<file path="src/rtl/ahblite_slave_mux.sv">
// AHB-Lite data-phase response mux for five slaves with a built-in default slave.
// Valid transfers to unmapped or disabled ports receive a two-cycle ERROR response.
module ahblite_slave_mux #(
   parameter bit Port0_en = 1'b1,
   parameter bit Port1_en = 1'b1,
   parameter bit Port2_en = 1'b1,
   parameter bit Port3_en = 1'b1,
   parameter bit Port4_en = 1'b1
) (
   input  logic        HCLK,
   input  logic        HRESET,
   input  logic [1:0]  HTRANS,
   input  logic        P0_HSEL,
   input  logic        P1_HSEL,
   input  logic        P2_HSEL,
   input  logic        P3_HSEL,
   input  logic        P4_HSEL,
   input  logic        P0_HREADYOUT,
   input  logic        P1_HREADYOUT,
   input  logic        P2_HREADYOUT,
   input  logic        P3_HREADYOUT,
   input  logic        P4_HREADYOUT,
   input  logic        P0_HRESP,
   input  logic        P1_HRESP,
   input  logic        P2_HRESP,
   input  logic        P3_HRESP,
   input  logic        P4_HRESP,
   input  logic [31:0] P0_HRDATA,
   input  logic [31:0] P1_HRDATA,
   input  logic [31:0] P2_HRDATA,
   input  logic [31:0] P3_HRDATA,
   input  logic [31:0] P4_HRDATA,
   output logic        HREADY,
   output logic        HRESP,
   output logic [31:0] HRDATA
);

   typedef enum logic [1:0] {IDLE, ERR1, ERR2} state_t;

   logic [4:0]       port_en, en_sel, hrdyout, hresp_s;
   logic [4:0][31:0] hrdata_s;
   logic [4:0]       sel_q, sel_d;
   logic             dflt_req_q, dflt_req_d, none_sel;
   logic             dflt_rdy, dflt_resp;
   state_t           state_q, state_d;

   assign port_en  = {Port4_en, Port3_en, Port2_en, Port1_en, Port0_en};
   assign en_sel   = {P4_HSEL, P3_HSEL, P2_HSEL, P1_HSEL, P0_HSEL} & port_en;
   assign none_sel = ~|en_sel;
   assign hrdyout  = {P4_HREADYOUT, P3_HREADYOUT, P2_HREADYOUT, P1_HREADYOUT, P0_HREADYOUT};
   assign hresp_s  = {P4_HRESP, P3_HRESP, P2_HRESP, P1_HRESP, P0_HRESP};
   assign hrdata_s = {P4_HRDATA, P3_HRDATA, P2_HRDATA, P1_HRDATA, P0_HRDATA};

   // Address phase is only sampled when the current data phase completes.
   always_comb begin
      sel_d      = sel_q;
      dflt_req_d = dflt_req_q;
      if (HREADY) begin
         sel_d      = en_sel;
         dflt_req_d = none_sel & HTRANS[1];
      end
   end

   always_ff @(posedge HCLK or posedge HRESET) begin
      if (HRESET) begin
         sel_q      <= '0;
         dflt_req_q <= 1'b0;
         state_q    <= IDLE;
      end else begin
         sel_q      <= sel_d;
         dflt_req_q <= dflt_req_d;
         state_q    <= state_d;
      end
   end

   always_comb begin
      state_d   = state_q;
      dflt_rdy  = 1'b1;
      dflt_resp = 1'b0;
      case (state_q)
         IDLE: if (HREADY && dflt_req_d) state_d = ERR1;
         ERR1: begin
            dflt_rdy  = ~dflt_req_q;
            dflt_resp = dflt_req_q;
            state_d   = ERR2;
         end
         ERR2: begin
            dflt_resp = dflt_req_q;
            state_d   = dflt_req_d ? ERR1 : IDLE;
         end
         default: state_d = IDLE;
      endcase
   end

   // Scan high to low so the lowest selected index has the last word.
   always_comb begin
      HREADY = dflt_rdy;
      HRESP  = dflt_resp;
      HRDATA = 32'h0;
      for (int i = 4; i >= 0; i--) begin
         if (sel_q[i]) begin
            HREADY = hrdyout[i];
            HRESP  = hresp_s[i];
            HRDATA = hrdata_s[i];
         end
      end
   end

endmodule

</file>
<file path="config.mk">
export PLATFORM = sky130hd
export DESIGN_NAME = ahblite_slave_mux
export DESIGN_NICKNAME = d
export VERILOG_FILES = /design/src/rtl/ahblite_slave_mux.sv
export SDC_FILE = /design/constraint.sdc
export NUM_CORES = 1
export LEC_CHECK = 0
export ABC_CLOCK_PERIOD_IN_PS = 2200
export CORE_ASPECT_RATIO = 0.7
export CORE_MARGIN = 2
export CORE_UTILIZATION = 27
export CTS_CLUSTER_SIZE = 30
export DETAILED_ROUTE_END_ITERATION = 6
export PLACE_DENSITY_LB_ADDON = 0.12
export SLEW_MARGIN = 20
export SYNTH_ARGS = -nofsm -noshare
export SYNTH_HDL_FRONTEND = slang
export SYNTH_SLANG_ARGS = --single-unit
export TNS_END_PERCENT = 50
</file>
<file path="constraint.sdc">
create_clock -name HCLK -period 2.2 [get_ports HCLK]
set_clock_uncertainty 0.1 [all_clocks]
set_input_delay 0.55 -clock HCLK [delete_from_list [all_inputs] [get_ports HCLK]]
set_output_delay 0.55 -clock HCLK [all_outputs]
set_load 0.05 [all_outputs]
</file>
==> results of run 1 <==
worst register-to-register path: cells and delay by family, from the launching register on:
kind / cells / cell delay, ns
AOI/OAI and AO/OA: 3 / 0.67
buffers and inverters: 3 / 0.49
DFF: 1 / 0.41
muxes: 1 / 0.32
and+or+nand+nor: 1 / 0.07
flip-flops by register name, indices dropped and copies added (netlist names):
signal and flops:
sel_q 5, state_q 2, dflt_req_q 1
layer usage:
layer	GRT usage [%]	share of wire, %	vias to the layer above
li1	-	-	1467
met5	0	0	-
met4	5.105	2.8	0
met3	7.225	8.8	27
met1	29.43	35	1471
met2	50.70	53	150
placed cells by master, fill, tap and decap left out, drive strengths merged, types with 2 or more instances in the layout:
cell,count
clkdlybuf4s50,166
buf,60
a21oi,38
o21ai,37
nor2b,35
nand2,34
a221oi,32
nor3,32
inv,8
dfrtp,8
dlymetal6s2s,7
ha,5
mux2,5
clkbuf,5
dlygate4sd2,4
nor2,3
nand3,2
metrics by stage:
step / util [%] / TNS [ns] / instances / total power, W / hold slack, ns
6_report: 83.95 / -8.057 / 582 / 0.008639 / 0.4692
3_3_place_gp: 73.83 / -7.837 / 570 / 0.007200 / 0.4882
3_5_place_dp: 73.83 / -8.997 / 570 / 0.007324 / 0.5029
5_1_grt: 83.95 / -10.76 / 582 / 0.009028 / 0.4940
2_1_floorplan: - / -1.655 / 279 / 0.004244 / 0.2657
4_1_cts: 78.83 / -8.186 / 580 / 0.008034 / 0.4718
cell type report:
| class | instances | area, sq um | area share, % |
|---|---|---|---|
| repair buffers | 238 | 2814 | 52.91 |
| clock buffers | 4 | 45.04 | 0.8469 |
| well taps | 91 | 113.9 | 2.141 |
| inverters | 8 | 30.03 | 0.5646 |
| flip-flops and latches | 8 | 206.4 | 3.881 |
| multi-input cells | 233 | 2110 | 39.66 |
worst max path at each step:
| stage | startpoint | end | slack, ns |
|---|---|---|---|
| 6_report | sel_q[4]$_DFFE_PP0N_ | HRDATA[10] | -0.33 |
| 5_1_grt | sel_q[4]$_DFFE_PP0N_ | HRDATA[10] | -0.40 |
| 4_1_cts | sel_q[3]$_DFFE_PP0N_ | HREADY | -0.29 |
| 3_5_place_dp | P3_HRDATA[14] | HRDATA[14] | -0.35 |
| 3_3_place_gp | P4_HREADYOUT | HREADY | -0.30 |
| 2_1_floorplan | sel_q[0]$_DFFE_PP0N_ | HRDATA[0] | -0.19 |
cells by family after synthesis:
| group | count (synthesis) |
|---|---|
| compound gates | 112 |
| buf+inv | 38 |
| mux | 5 |
| fa+ha+maj | 5 |
| simple gates | 111 |
| flops | 8 |
where the power goes:
group | internal (W) | total [W] | switching [W]
combinational | 0.00372 | 0.00814 | 0.00442
sequential | 0.000223 | 0.000318 | 0.0000951
clock | 0.000126 | 0.000183 | 0.0000578
total | 0.00406 | 0.00864 | 0.00457
repair_timing:
item,CTS,global route
pin swaps,8,19
gates cloned,1,1
setup buffers,5,1
setup endpoints to repair,34,40
resized for setup,48,54
==> metrics, run 1 <==
Root Buffer=clkbuf_8; Pwr Density=roughly 1600 nW/um^2; Critical R2R Launch=sel_q[3]$_DFFE_PP0N_; Synth Register Bits=8; GR Overflow Total=0; Async S/R FF share, synth=100.0%; Final #Nets=between 600 and 700; sequential fraction of the synthesis area=11.16%; area fraction in compound gates after synthesis=roughly two fifths; Final Cell Area=approximately 5300 sq um; Slew HR=just over 70%; Tcrit/Tclk final=114.9%; status=finished, violations left; fmax=around 400 MHz; worst-path cell chain=nor2b_4 > buf_8 > buf_8 > a221oi_2 > nor3_2 > a21oi_1 > o21ai_2 > buf_12; DRC violation total after the first TritonRoute iteration=~90; Buf+Inv Stages, Crit Path=3; Clock Pin Slew Worst Setup and Hold Paths=0.04 ns; drt wl/cell=approximately 19 um; combinational family with the most area after synthesis=compound AO/OA/AOI/OAI gates; flop2flop setup slack=about 0.020 ns; cell family with most CP delay=compound AO/OA/AOI/OAI gates; synthesized cell area=about 1800 sq um; CP max-delay cell=dfrtp_1; initial antenna violation count=0; dpl ws=-0.3522 ns; Post-DP HPWL=about 7.6 mm; DIE AREA=approximately 7300 sq um; CP Data Arrival Time=between 1.5 and 2 ns; P_leak=approximately 2 nW; EDFF count, synth=0; leading area contributor after synthesis=a221oi_1; vias in the first global route=3091; CP startpoint kind=flip-flop; Tmin final=approximately 2.5 ns; Post-DRT Antenna Nets=0; Unique masters post-synth=29; Area Overhead vs Synth=196.4%; worst-case clock buffer depth=2; routability congestion estimate=approximately 0.75; Antenna diodes=0; number of synthesis warnings=0; XOR/XNOR Fraction of Synth Area=0%; GRT Resource Usage Total=a little over a quarter; Sink Count=8; Hold Crit Class=in2async; Top Ports=213; Port Buffers=about 210; placed inst area=roughly 4700 sq um; WL final=between 10 and 15 mm; global-route wire length before repair=15.32 mm; syn_nets=approximately 460; Synth Instances=279; critical path type=reg2out; Post-Synth Adder-Cell Area=roughly 3.5%; synth cell count leaders=37 x a21oi_1, 35 x nor2b_1, 34 x nand2_1, 32 x a221oi_1, 32 x nor3_1; Final Max Slew Viols=0; R2R depth=8; DIE WIDTH=roughly 100 um; cts hold-fix bufs=0; Max Cap Viol=0; Yosys top cell area share=15.62%; count leader, synth=a21oi_1; RSZ-0062 raised after global routing=true; failing checks=negative setup slack; final hold vios=0; CP Capture Type=output port; Detailed Routing Iterations Pass 1=4; Crit Path Max Fanout=7; ranking of synthesized cells by area=a221oi_1 16%, nor2b_1 12%, dfrtp_1 11%; Post-Synth Simple-Gate Area=32.91%; syn avg cell area=about 6.4 sq um; layout cells sized above 1=between 30% and 40%; cell mode on critical path=buf_8; slew at the pin closest to its max-slew limit=around 0.44 ns; total CTS buffers=3; number of cell rows=24; Final WS setup=-0.3281 ns; Clock H-tree levels=1; fillers=~360; mux contribution to synthesized area=3.138%; VDD IR max=about 1300 uV; prevailing post-synth register cell=dfrtp_1; clk_lat worst skew=0.23 ns; Largest stage delay, worst path=about 0.38 ns; starting density of the core=roughly 28%; Worst path depth=8; worst flop-to-flop path endpoint=state_q[1]$_DFFE_PP0P_; remaining routing DRC violations=0; core area=6336 sq um; Vias=slightly above 3000; CTS tree=done; setup violators final=34; Die H=approximately 72 um; vias per std cell=about 5.4; pin count of the biggest net entering global routing=48; Worst EP required=1.55 ns
(Power assumes the default switching activity.)
==> inputs of run 2 (changes only) <==
- CAP_MARGIN: default -> 20
- CELL_PAD_IN_SITES_DETAIL_PLACEMENT: default -> 0
- CELL_PAD_IN_SITES_GLOBAL_PLACEMENT: default -> 2
- CORE_UTILIZATION: 27 -> 11
==> metrics, run 2 (same netlist as run 1, synthesis figures left out) <==
Final WS setup=-0.2540 ns; RSZ-0062 raised after global routing=true; total power draw=0.008733 W; Worst EP required=between 1.5 and 2 ns; flop2flop setup slack=roughly 0.040 ns; worst-case clock buffer depth=2; Switching Share=between 50% and 60%; Reg power frac=under 10%; Psw=around 0.0045 W; CTS tree=done; Logic pwr share=92.5%; commonest non-fill, non-tap cell in the layout=clkdlybuf4s50_1; Vias=2966; total CTS buffers=3; Top Ports=~210; drt wl/cell=between 15 and 20 um; Clock Pin Slew Worst Setup and Hold Paths=around 0.040 ns; VDD IR max=~590 uV; top routing layer used=met4; met2 WL post-DR=slightly below 5 mm; Area Overhead vs Synth=210.6%; top flop regs=sel_q x5, state_q x2, dflt_req_q x1; Sink Count=8; remaining routing DRC violations=0; critical path type=reg2out; Crit Path Max Fanout=7; vias in the first global route=about 3000; CP Data Arrival Time=between 1.5 and 2 ns; Detailed Routing Iterations Pass 1=4; DIE AREA=between 15000 and 20000 sq um; Tmin final=2.454 ns; Die H=110.9 um; placed inst area=4971 sq um; clk_lat worst skew=0.23 ns; Final Max Slew Viols=0; Final Non-Filler Cells=726; global-route wire length before repair=roughly 16 mm; cell-internal power=0.004266 W; Final Cell Area=~5600 sq um; core area=around 16000 sq um; met1 WL=5.104 mm; CP startpoint kind=flip-flop; setup violators final=34; Slew HR=between 70% and 80%; fin util=between 30% and 40%; Final #Nets=~690; Post-DP HPWL=just under 9 mm; length of routed met3 wiring=1.177 mm; DIE WIDTH=about 160 um; starting density of the core=roughly 11%; P_leak=2.065 nW; Top reg by flops=sel_q; final hold vios=0; DRC violation total after the first TritonRoute iteration=94; vias per std cell=around 4.1; Port Buffers=about 210; Pwr Density=between 1500 and 2000 nW/um^2; cts hold-fix bufs=0; status=finished, violations left; fmax=~400 MHz; Antenna diodes=0; failing checks=negative setup slack; GRT Resource Usage Total=a little under an eighth; fillers=around 1700; Max Cap Viol=0; Root Buffer=clkbuf_16; slew at the pin closest to its max-slew limit=between 0.3 and 0.4 ns; max reg flops=5; Tcrit/Tclk final=111.5%; Clock Power Share=under 10%; CP Capture Type=output port; GR Overflow Total=0; TNS Setup=-6.477 ns; Hold Crit Class=in2async; Post-DRT Antenna Nets=0; pin count of the biggest net entering global routing=35; WL final=about 11 mm; Post-Place Cells=715; layout cells sized above 1=35.53%; initial antenna violation count=0; Clock H-tree levels=1; commonest non-fill, non-tap cells in the layout=165 x clkdlybuf4s50_1, 43 x buf_12, 34 x nand2_1, 33 x nor2b_1, 25 x a221oi_2; routability congestion estimate=between 0.7 and 0.8; number of cell rows=39
-- run 2: cell types whose count changed in the layout (fill, tap and decap cells not counted), sizes merged --
| cell | delta |
|---|---|
| clkbuf | +1 |
| buf | +9 |
| dlygate4sd2 | +3 |
| dlymetal6s2s | -2 |
| clkdlybuf4s50 | -1 |
-- run 2: worst paths after layout --
| check | startpoint | to | cells after the start |
|---|---|---|---|
| min in group HCLK | state_q[1]$_DFFE_PP0P_ | state_q[1]$_DFFE_PP0P_ | 2 |
| worst min-delay path | HRESET | sel_q[0]$_DFFE_PP0N_ | 2 |
| worst max-delay path | sel_q[4]$_DFFE_PP0N_ | HRDATA[21] | 8 |
| worst min register to register | state_q[1]$_DFFE_PP0P_ | state_q[1]$_DFFE_PP0P_ | 2 |
| worst max register to register | sel_q[4]$_DFFE_PP0N_ | state_q[1]$_DFFE_PP0P_ | 8 |
| max in group asynchronous | HRESET | sel_q[0]$_DFFE_PP0N_ | 2 |
-- run 2: through the flow --
| stage | setup slack (ns) | hold slack (ns) |
|---|---|---|
| 3_3_place_gp | -0.3517 | 0.4788 |
| 5_1_grt | -0.3221 | 0.5255 |
| 6_report | -0.2540 | 0.4931 |
| 4_1_cts | -0.2726 | 0.5091 |
| 3_5_place_dp | -0.3859 | 0.5004 |
| 2_1_floorplan | -0.1886 | 0.2657 |
-- run 2: layer usage --
metal	vias to the layer above	GRT usage, %
met1	1342	15.19
met5	-	0
li1	1486	-
met4	0	1.101
met2	136	19.74
met3	2	4.613
-- run 2: cell type report --
type / instances / area (sq um) / area share [%]
multi-input combinational: 233 / 2074 / 37.23
sequential: 8 / 207.7 / 3.727
clock buffer: 4 / 78.83 / 1.414
tap: 225 / 281.5 / 5.052
inverter: 8 / 30.03 / 0.5388
timing repair buffer: 248 / 2900 / 52.04
-- run 2: power by group through the flow --
stage	Combinational [W]	Clock (W)	Sequential (W)
6_report	0.00808	0.000315	0.000338
4_1_cts	0.00767	0.000323	0.000341
2_1_floorplan	0.00397	0	0.000269
3_3_place_gp	0.00732	0	0.000341
3_5_place_dp	0.00731	0	0.000339
5_1_grt	0.00856	0.000330	0.000354
-- run 2: timing repair --
item,in CTS,in global routing
pin swaps,5,17
gates resized for setup,44,46
endpoints found under the setup margin,39,39
gates cloned,0,2
buffers inserted,2,4
-- run 2: critical path, cell delays in order, from the launching register on --
cell	delay, ns
dfrtp_1	0.37
nor2b_4	0.14
buf_12	0.14
clkbuf_16	0.17
a221oi_2	0.21
nor3_1	0.07
a21oi_1	0.22
o21ai_4	0.10
buf_12	0.15
==> inputs of run 3 (changes only) <==
- ABC_CLOCK_PERIOD_IN_PS: 2200 -> 2800
- clock period: 2.2 -> 2.8 ns (I/O delays scaled with it)
==> metrics, run 3 (same netlist as run 1, synthesis figures left out) <==
Final Max Slew Viols=0; layout cells sized above 1=between 10% and 20%; RSZ-0062 raised after global routing=true; top flop regs=sel_q x5, state_q x2, dflt_req_q x1; Top Ports=~210; slew at the pin closest to its max-slew limit=approximately 0.45 ns; global-route wire length before repair=16.21 mm; Vias=~2800; routability congestion estimate=0.7377; GRT Resource Usage Total=11.94%; max reg flops=5; Antenna diodes=0; Hold Crit Class=reg2reg; GR Overflow Total=0; cts hold-fix bufs=0; placed inst area=roughly 4500 sq um; Final #Nets=670; WL final=~11 mm; Post-DP HPWL=8.860 mm; P_leak=around 1.8 nW; dpl ws=-0.3102 ns; setup violators final=0; Tmin final=about 2.8 ns; Crit Path Max Fanout=1; core area=between 15000 and 20000 sq um; worst-case clock buffer depth=2; DIE WIDTH=about 160 um; CP Data Arrival Time=roughly 2.0 ns; total power draw=0.005674 W; commonest non-fill, non-tap cell in the layout=clkdlybuf4s50_1; Final WS setup=0.03134 ns; VDD IR max=a little under 600 uV; fin util=between 20% and 30%; Root Buffer=clkbuf_16; drt wl/cell=approximately 15 um; Top reg by flops=sel_q; remaining routing DRC violations=0; Pwr Density=1198 nW/um^2; Clock H-tree levels=1; DIE AREA=17370 sq um; starting density of the core=between 10% and 20%; clk_lat worst skew=0.23 ns; Worst EP required=about 2 ns; Detailed Routing Iterations Pass 1=4; CP Capture Type=output port; CTS tree=done; Final Cell Area=around 4700 sq um; final hold vios=0; Max Cap Viol=0; Die H=110.9 um; vias per std cell=4.013; Sink Count=8; Area Overhead vs Synth=163.9%; commonest non-fill, non-tap cells in the layout=172 x clkdlybuf4s50_1, 35 x a21oi_1, 34 x nor2b_1, 34 x nand2_1, 33 x buf_12; number of cell rows=39; Post-DRT Antenna Nets=0; CP startpoint kind=primary input; Clock Pin Slew Worst Setup and Hold Paths=about 0.03 ns; DRC violation total after the first TritonRoute iteration=86; status=finished clean; initial antenna violation count=0; vias in the first global route=~3000; fmax=around 360 MHz; total CTS buffers=3; Slew HR=roughly 70%; critical path type=in2out; Tcrit/Tclk final=98.88%; Port Buffers=211; pin count of the biggest net entering global routing=42
run 3: critical path, stage by stage:
cell and delay (ns):
clkdlybuf4s50_1 0.40, a221oi_1 0.28, nor3_1 0.07, a21oi_1 0.21
o21ai_1 0.14, buf_12 0.18
run 3: area by class of cell:
cell class / count / area [sq um]
multi-input combinational: 233 / 1530
sequential: 8 / 203.9
timing repair buffer: 232 / 2610
tap: 225 / 281.5
inverter: 8 / 30.03
clock buffer: 4 / 78.83
fill: 1708 / 11420
run 3: final timing paths:
check	slack (ns)	cells past startpoint	from	end
worst min register to register	0.46	1	state_q[1]$_DFFE_PP0P_	state_q[1]$_DFFE_PP0P_
min in group asynchronous	0.64	2	HRESET	sel_q[3]$_DFFE_PP0N_
worst min-delay path	0.46	1	state_q[1]$_DFFE_PP0P_	state_q[1]$_DFFE_PP0P_
worst max register to register	0.56	7	sel_q[3]$_DFFE_PP0N_	state_q[1]$_DFFE_PP0P_
worst max-delay path	0.03	6	P3_HRDATA[25]	HRDATA[25]
max in group asynchronous	1.68	2	HRESET	sel_q[0]$_DFFE_PP0N_
run 3: where the power goes:
part / leakage, nW / internal [W] / switching [W] / total (W)
registers: 0.0970 / 0.000171 / 0.0000761 / 0.000247
clock network: 0.0382 / 0.000189 / 0.0000535 / 0.000243
logic: 1.63 / 0.00231 / 0.00288 / 0.00518
total: 1.76 / 0.00267 / 0.00301 / 0.00567
run 3: metal layers:
layer	share of wire (%)	global-route usage (%)	up-vias	routed length, um
met1	46	15.18	1254	5029
li1	-	-	1450	-
met3	10	4.535	4	1122
met4	0.43	0.9786	0	47
met5	0	0	-	0
met2	43	19.94	141	4688
run 3: what timing repair did:
| action | in CTS | in global routing |
|---|---|---|
| setup buffers | 1 | 1 |
| pin swaps | 7 | 3 |
| resized for setup | 22 | 12 |
| setup endpoints to repair | 5 | 30 |
run 3: through the flow:
step | setup TNS [ns] | instances | hold WS, ns
after floorplan | -2.997 | 279 | 0.4116
after global placement | -0.7576 | 704 | 0.4336
after detailed placement | -0.6620 | 704 | 0.4454
after CTS | -0.04514 | 709 | 0.4531
after global routing | -0.3914 | 710 | 0.4914
final | 0 | 710 | 0.4556
